[config.mk]
export PLATFORM = sky130hd
export DESIGN_NAME = mtime_unit
export DESIGN_NICKNAME = d
export VERILOG_FILES = /design/src/rtl/mtime_unit.sv
export SDC_FILE = /design/constraint.sdc
export NUM_CORES = 1
export LEC_CHECK = 0
export CAP_MARGIN = 20
export CORE_MARGIN = 5
export CORE_UTILIZATION = 50
export CTS_CLUSTER_DIAMETER = 200
export DETAILED_ROUTE_END_ITERATION = 16
export PLACE_DENSITY = 0.73
export SYNTH_ARGS = -nofsm -noshare
export SYNTH_HDL_FRONTEND = slang
export SYNTH_SLANG_ARGS = --single-unit
export TNS_END_PERCENT = 30
[constraint.sdc]
create_clock -name clk -period 8.27 [get_ports clk]
set_input_delay 1.654 -clock clk [delete_from_list [all_inputs] [get_ports clk]]
set_output_delay 1.654 -clock clk [all_outputs]
set_load 0.02 [all_outputs]
[src/rtl/mtime_unit.sv]
// Machine timer: 64-bit mtime/mtimecmp with prescaler, timer interrupt
// and a two-state valid/ready register port.
module mtime_unit #(
   parameter int unsigned PRESCALE = 1
) (
   input  logic        clk,
   input  logic        reset,
   input  logic        mem_valid,
   output logic        mem_ready,
   input  logic [3:0]  mem_addr,
   input  logic [3:0]  mem_wstrb,
   input  logic [31:0] mem_wdata,
   output logic [31:0] mem_rdata,
   output logic [63:0] time_o,
   output logic        timer_irq
);

   typedef enum logic {
      IDLE,
      RESP
   } state_t;

   localparam logic [15:0] DIV_LAST = 16'(PRESCALE - 1);

   state_t      state;
   state_t      state_nxt;
   logic [15:0] div_cnt;
   logic [63:0] mtime;
   logic [63:0] mtimecmp;
   logic [63:0] mtime_nxt;
   logic [63:0] cmp_nxt;
   logic [31:0] rd_word;
   logic [31:0] wr_word;
   logic        tick;
   logic        accept;
   logic        wr;
   logic        unused_addr;

   assign unused_addr = ^mem_addr[1:0];
   assign tick        = div_cnt == DIV_LAST;
   assign wr          = accept & (|mem_wstrb);
   assign mem_ready   = state == RESP;
   assign time_o      = mtime;

   always_comb begin
      state_nxt = state;
      accept    = 1'b0;
      unique case (state)
         IDLE: begin
            if (mem_valid) begin
               accept    = 1'b1;
               state_nxt = RESP;
            end
         end
         RESP:    state_nxt = IDLE;
         default: state_nxt = IDLE;
      endcase
   end

   always_comb begin
      rd_word = '0;
      unique case (mem_addr[3:2])
         2'd0: rd_word = mtime[31:0];
         2'd1: rd_word = mtime[63:32];
         2'd2: rd_word = mtimecmp[31:0];
         2'd3: rd_word = mtimecmp[63:32];
         default: rd_word = '0;
      endcase
   end

   always_comb begin
      wr_word = '0;
      for (int b = 0; b < 4; b++) begin
         wr_word[8*b +: 8] = mem_wstrb[b] ? mem_wdata[8*b +: 8]
                                          : rd_word[8*b +: 8];
      end
   end

   // a write to either mtime half suppresses that cycle's increment
   always_comb begin
      mtime_nxt = tick ? mtime + 64'd1 : mtime;
      cmp_nxt   = mtimecmp;
      if (wr) begin
         unique case (mem_addr[3:2])
            2'd0: mtime_nxt = {mtime[63:32], wr_word};
            2'd1: mtime_nxt = {wr_word, mtime[31:0]};
            2'd2: cmp_nxt   = {mtimecmp[63:32], wr_word};
            2'd3: cmp_nxt   = {wr_word, mtimecmp[31:0]};
            default: cmp_nxt = mtimecmp;
         endcase
      end
   end

   always_ff @(posedge clk or posedge reset) begin
      if (reset) begin
         state     <= IDLE;
         div_cnt   <= '0;
         mtime     <= '0;
         mtimecmp  <= '1;
         mem_rdata <= '0;
         timer_irq <= 1'b0;
      end else begin
         state     <= state_nxt;
         div_cnt   <= tick ? 16'd0 : div_cnt + 16'd1;
         mtime     <= mtime_nxt;
         mtimecmp  <= cmp_nxt;
         timer_irq <= mtime >= mtimecmp;
         if (accept) begin
            mem_rdata <= rd_word;
         end
      end
   end

endmodule
== Word level (Yosys, flattened, before mapping) ==
Index checks and enable logic that the tools add are counted.
Word-level totals
  bits of input ports: 43
  register bits: 178
  output and inout port bits: 98
Operators by class
  add/subtract/negate cells: 2
  bitwise gates (word level): 4
  reduce and logical (&&, ||, !) cells: 5
  magnitude comparators: 1
  muxes and demuxes: 13
  equal/unequal tests: 5
Operator list (number)
  case mux 64 bit (2 select lines): 2
  2-to-1 mux 64 bit: 2
  case mux 32 bit (4 select lines): 1
  adder 64 x 1 -> 64 bit (second input constant): 1
  greater-or-equal comparator 64 bit: 1
  2-to-1 mux 8 bit: 4
  adder 16 x 1 -> 16 bit (second input constant): 1
  zero test 16 bit: 1
  2-to-1 mux 16 bit: 1
  AND reduction 3 bit: 2
  == test 2 bit (second input constant): 2
  inequality test 2 bit (second input constant): 2
  OR reduction 4 bit: 1
  NOT 1 bit: 3
  == test 2 x 1 -> 1 bit (second input constant): 1
  zero test 2 bit: 1
  2-to-1 mux 1 bit: 2
  case mux 1 bit (2 select lines): 1
  AND 1 bit: 1

== Logic depth before layout (Yosys ltp) ==
  depth in word-level cells: 5
  mapped depth: 10
  mapped depth without buffers: 8

== Worst setup path before layout ==
No wires, ideal clock.
  kind: input port to flip-flop
  start point: in mem_wstrb[0]
  end point: reg mtime[16], in the netlist time_o[16]
  cell stages on the path: 8
  data arrival time: 3.788 ns
  setup time: 0.066 ns
  slack: 4.416 ns
  cells stage by stage: clkbuf_1 nor4_1 nor3_1 buf_2 nor4_1 nand3_1 o32a_1 nand2_1
On the way
  cells in the longest elaborated chain, start to end: 3
  elaborated cells on any way between the ends: 4
  those cells by class: eq/ne: 1; mux: 1; bitwise: 1; reduce/logical: 1
RTL lines
  from (decl): RTL line 11  | input logic [3:0] mem_wstrb,
  OR reduction 4 bit (*): RTL line 41  | assign wr = accept & (|mem_wstrb);
  AND 1 bit (*): RTL line 41
  inequality test 2 bit (no line) / 2-to-1 mux 64 bit (equally long branches)
  to (signal assigned): RTL line 105  | mtime <= mtime_nxt;
  to (decl): RTL line 28  | logic [63:0] mtime;
Every way passes the cells marked *; elsewhere a longest branch is shown, timed or not.
A chain may end at the register's enable or synchronous reset.

== Worst setup path after layout ==
  start point: in mem_wstrb[2]
  end point: reg mtime[1], in the netlist time_o[1]
Same word-level chain as after synthesis.

==> reports/results.tsv <==
stage	metric	value	unit
run_status	status	finished clean	
detailed_routing	vias	9696	
detailed_routing	wl_per_cell	20.4	um
worst_hold_path	min_path_type	reg -> reg	
critical_path	critical_path_arrival	5.05	ns
pwr	power.switching	1.44	mW
floorplan	fp.dieH	157	um
pwr	p_clk_frac	0.220	
timing	drv_slew	0	
clock_network	cts_buffers	17	
detailed_routing	drt-initial-drc-count	909	
grt	antenna_found_initial	0	
timing	worst_pin_slew	1.04	ns
timing	setup_tns	0	ns
yosys	synth_edf_count	0	
grt	grt_pass1_vias	9462	
yosys	yosysSeqAreaShare	0.417	
pwr	p_sw_frac	0.389	
critical_path	required	8.59	ns
grt	grt_max_degree	100	
yosys	synth_area	10900	um^2
yosys	yosys_most_used_dff	dfrtp_1	
finish	num_antenna_cells	0	
finish	drive_above_1_share	0.133	
clock_network	cts.sinks	178	
timing	fin_ws	3.54	ns
critical_path	critPathLaunchType	input port	
detailed_routing	viasPerCell	6.17	
floorplan	die_area	24800	um^2
pwr	combPwrFrac	0.382	
pwr	p_leak	5.62	nW
clock_network	cts_root_buffer	clkbuf_16	
clock_network	cts_resized	0	
clock_network	cts_tree	built	
grt	grt_pass1_wl	51300	um
timing	timing.final.hold_violations	0	
place	placed_area	12500	um^2
clock_network	worstSkewPairLatency	0.44	ns
yosys	ys_seq_elements	178	
pwr	power_per_cell_area	283	nW/um^2
finish	final_common_cell	nand2_1	
pwr	pwr-share-seq	0.397	
finish	n_fill_cell	1842	
grt	grtUsageMet3	0.0542	
grt	use_met2	0.423	
timing	fin_crit_sh	0.571	
finish	final_cell_mix	nand2_1 (196), clkdlybuf4s50_1 (136), dfrtp_1 (114)	
flow_run	cap_violations	0	
clock_network	h-tree-depth	4	
yosys	syn-num-nets	1278	
clock_network	cts_max_path_buffers	2	
critical_path	crit_fanout	23	
floorplan	fp.coreArea	21600	um^2
clock_network	cts_setup_buffers	0	
yosys	ys_types	60	
detailed_routing	ant_nets	0	
grt	top_usage_layer	met2	
clock_network	clk_pin_slew	0.07	ns
critical_path	end_kind	flop	
pwr	peakVddDrop	167	uV
detailed_routing	routed_wl	32000	um
timing	min_period	4.73	ns
place	gp_congestion	0.941	
detailed_routing	first_pass_iters	5	
yosys	syn_avg_cell_area	9.31	um^2
detailed_routing	drc	0	
finish	final_core_util	0.606	
timing	timing.fmax	0.212	GHz
grt	overflow	0	
critical_path	path_class	in -> reg	
floorplan	num_rows	54	
place	dp_slack	3.20	ns
finish	synthToLayoutAreaGrowth	20.5	%
place	dp_hpwl	22800	um
yosys	ys_warn_count	0	
timing	finClkSkew	0.0129	ns
timing	setup_violations	0	
finish	nNetsFinal	1389	
floorplan	die_w	157	um
timing	max-slew-margin-rel	0.301	
place	numPortBuffers	138	
yosys	async_reset_ff_frac	1.00	
finish	fin_area	13100	um^2
clock_network	ctsHoldBuffers	0	
floorplan	initial_core_util	0.503	
floorplan	design.portCount	141	
grt	met1_usage	0.361	
yosys	postSynthCellCount	1168	
pwr	power.internal	2.27	mW
grt	grt_util_all_layers	0.263	
timing	rsz0062_at_grt	no	
state kept, by name, summed over array words and instances (netlist names):
register and count:
mem_rdata 32, timer_irq 1, mtimecmp 64, mem_ready 1, div_cnt 16, time_o 64
cells in the mapped netlist, types with 11 or more instances:
cell / number / share of area
nand2_1: 196 / 0.068
dfrtp_1: 114 / 0.26
nor2_1: 81 / 0.028
a21oi_1: 80 / 0.037
inv_1: 75 / 0.026
ha_1: 67 / 0.077
dfstp_2: 64 / 0.15
o21ai_0: 62 / 0.029
clkbuf_1: 49 / 0.017
nand3_1: 43 / 0.020
nand4_1: 34 / 0.020
mux2i_1: 32 / 0.029
mux4_2: 31 / 0.064
nor3_1: 21 / 0.0097
nor4_1: 19 / 0.011
xnor2_1: 14 / 0.011
a211oi_1: 13 / 0.0090
a221oi_1: 13 / 0.010
and4_1: 12 / 0.0097
or4_1: 12 / 0.0083
and3_1: 11 / 0.0063
o211ai_1: 11 / 0.0076
power by group through the flow:
stage / registers (mW) / logic (mW) / clock network [mW]
floorplan: 1.54 / 0.729 / 0
global placement: 1.47 / 1.37 / 0
detailed placement: 1.48 / 1.41 / 0
CTS: 1.47 / 1.42 / 0.830
global route: 1.51 / 1.56 / 0.865
finish: 1.47 / 1.42 / 0.818
path summary, 6_finish.rpt:
| kind | from | endpoint | slack, ns | depth (start not counted) |
|---|---|---|---|---|
| min reg2reg | mem_rdata[29]$_DFFE_PP0P_ | mem_rdata[29]$_DFFE_PP0P_ | 0.47 | 2 |
| max | mem_wstrb[2] | time_o[1]$_DFFE_PP0P_ | 3.54 | 8 |
| max in group asynchronous | reset | mtimecmp[12]$_DFFE_PP1P_ | 5.31 | 4 |
| max reg2reg | div_cnt[0]$_DFF_PP0_ | time_o[63]$_DFFE_PP0P_ | 4.63 | 8 |
| min in group asynchronous | reset | mem_rdata[31]$_DFFE_PP0P_ | 1.79 | 2 |
| min | mem_rdata[29]$_DFFE_PP0P_ | mem_rdata[29]$_DFFE_PP0P_ | 0.47 | 2 |
per-stage QoR:
stage / std cells / power, mW / hold WS (ns)
floorplan: 1168 / 2.27 / 0.447
global placement: 1539 / 2.84 / 0.456
detailed placement: 1539 / 2.89 / 0.461
CTS: 1571 / 3.72 / 0.480
global route: 1572 / 3.94 / 0.490
finish: 1572 / 3.71 / 0.474
routing by layer:
layer | wire length, um | share of wire | vias up
li1 | - | - | 4468
met1 | 13600 | 0.43 | 4736
met2 | 14900 | 0.47 | 428
met3 | 2740 | 0.086 | 64
met4 | 733 | 0.023 | 0
met5 | 0 | 0 | -
critical path, stage by stage:
cell and delay (ns):
clkdlybuf4s50_1 0.94, nor4_1 0.17, nor3_2 0.57, buf_4 0.39, and2_1 0.57, buf_4 0.37, a21oi_1 0.09, o221a_2 0.28
cell families (layout without fill, tap and decap cells):
logic type | count (synthesis) | count (layout) | share of synthesized area
compound gates | 236 | 236 | 0.137
xor+xnor | 22 | 22 | 0.0177
fa+ha+maj | 67 | 67 | 0.0771
buf+inv | 136 | 260 | 0.0474
flops | 178 | 178 | 0.417
mux | 72 | 72 | 0.104
simple gates | 457 | 457 | 0.199
area by class of cell:
type | count | area, um^2 | share of cell area
clock buffers | 18 | 429 | 0.0328
clock inverters | 14 | 155 | 0.0118
inverters | 75 | 287 | 0.0219
multi-input cells | 854 | 5840 | 0.446
well taps | 280 | 350 | 0.0267
repair buffers | 153 | 1500 | 0.115
flip-flops and latches | 178 | 4530 | 0.346
(Power assumes the default switching activity.)
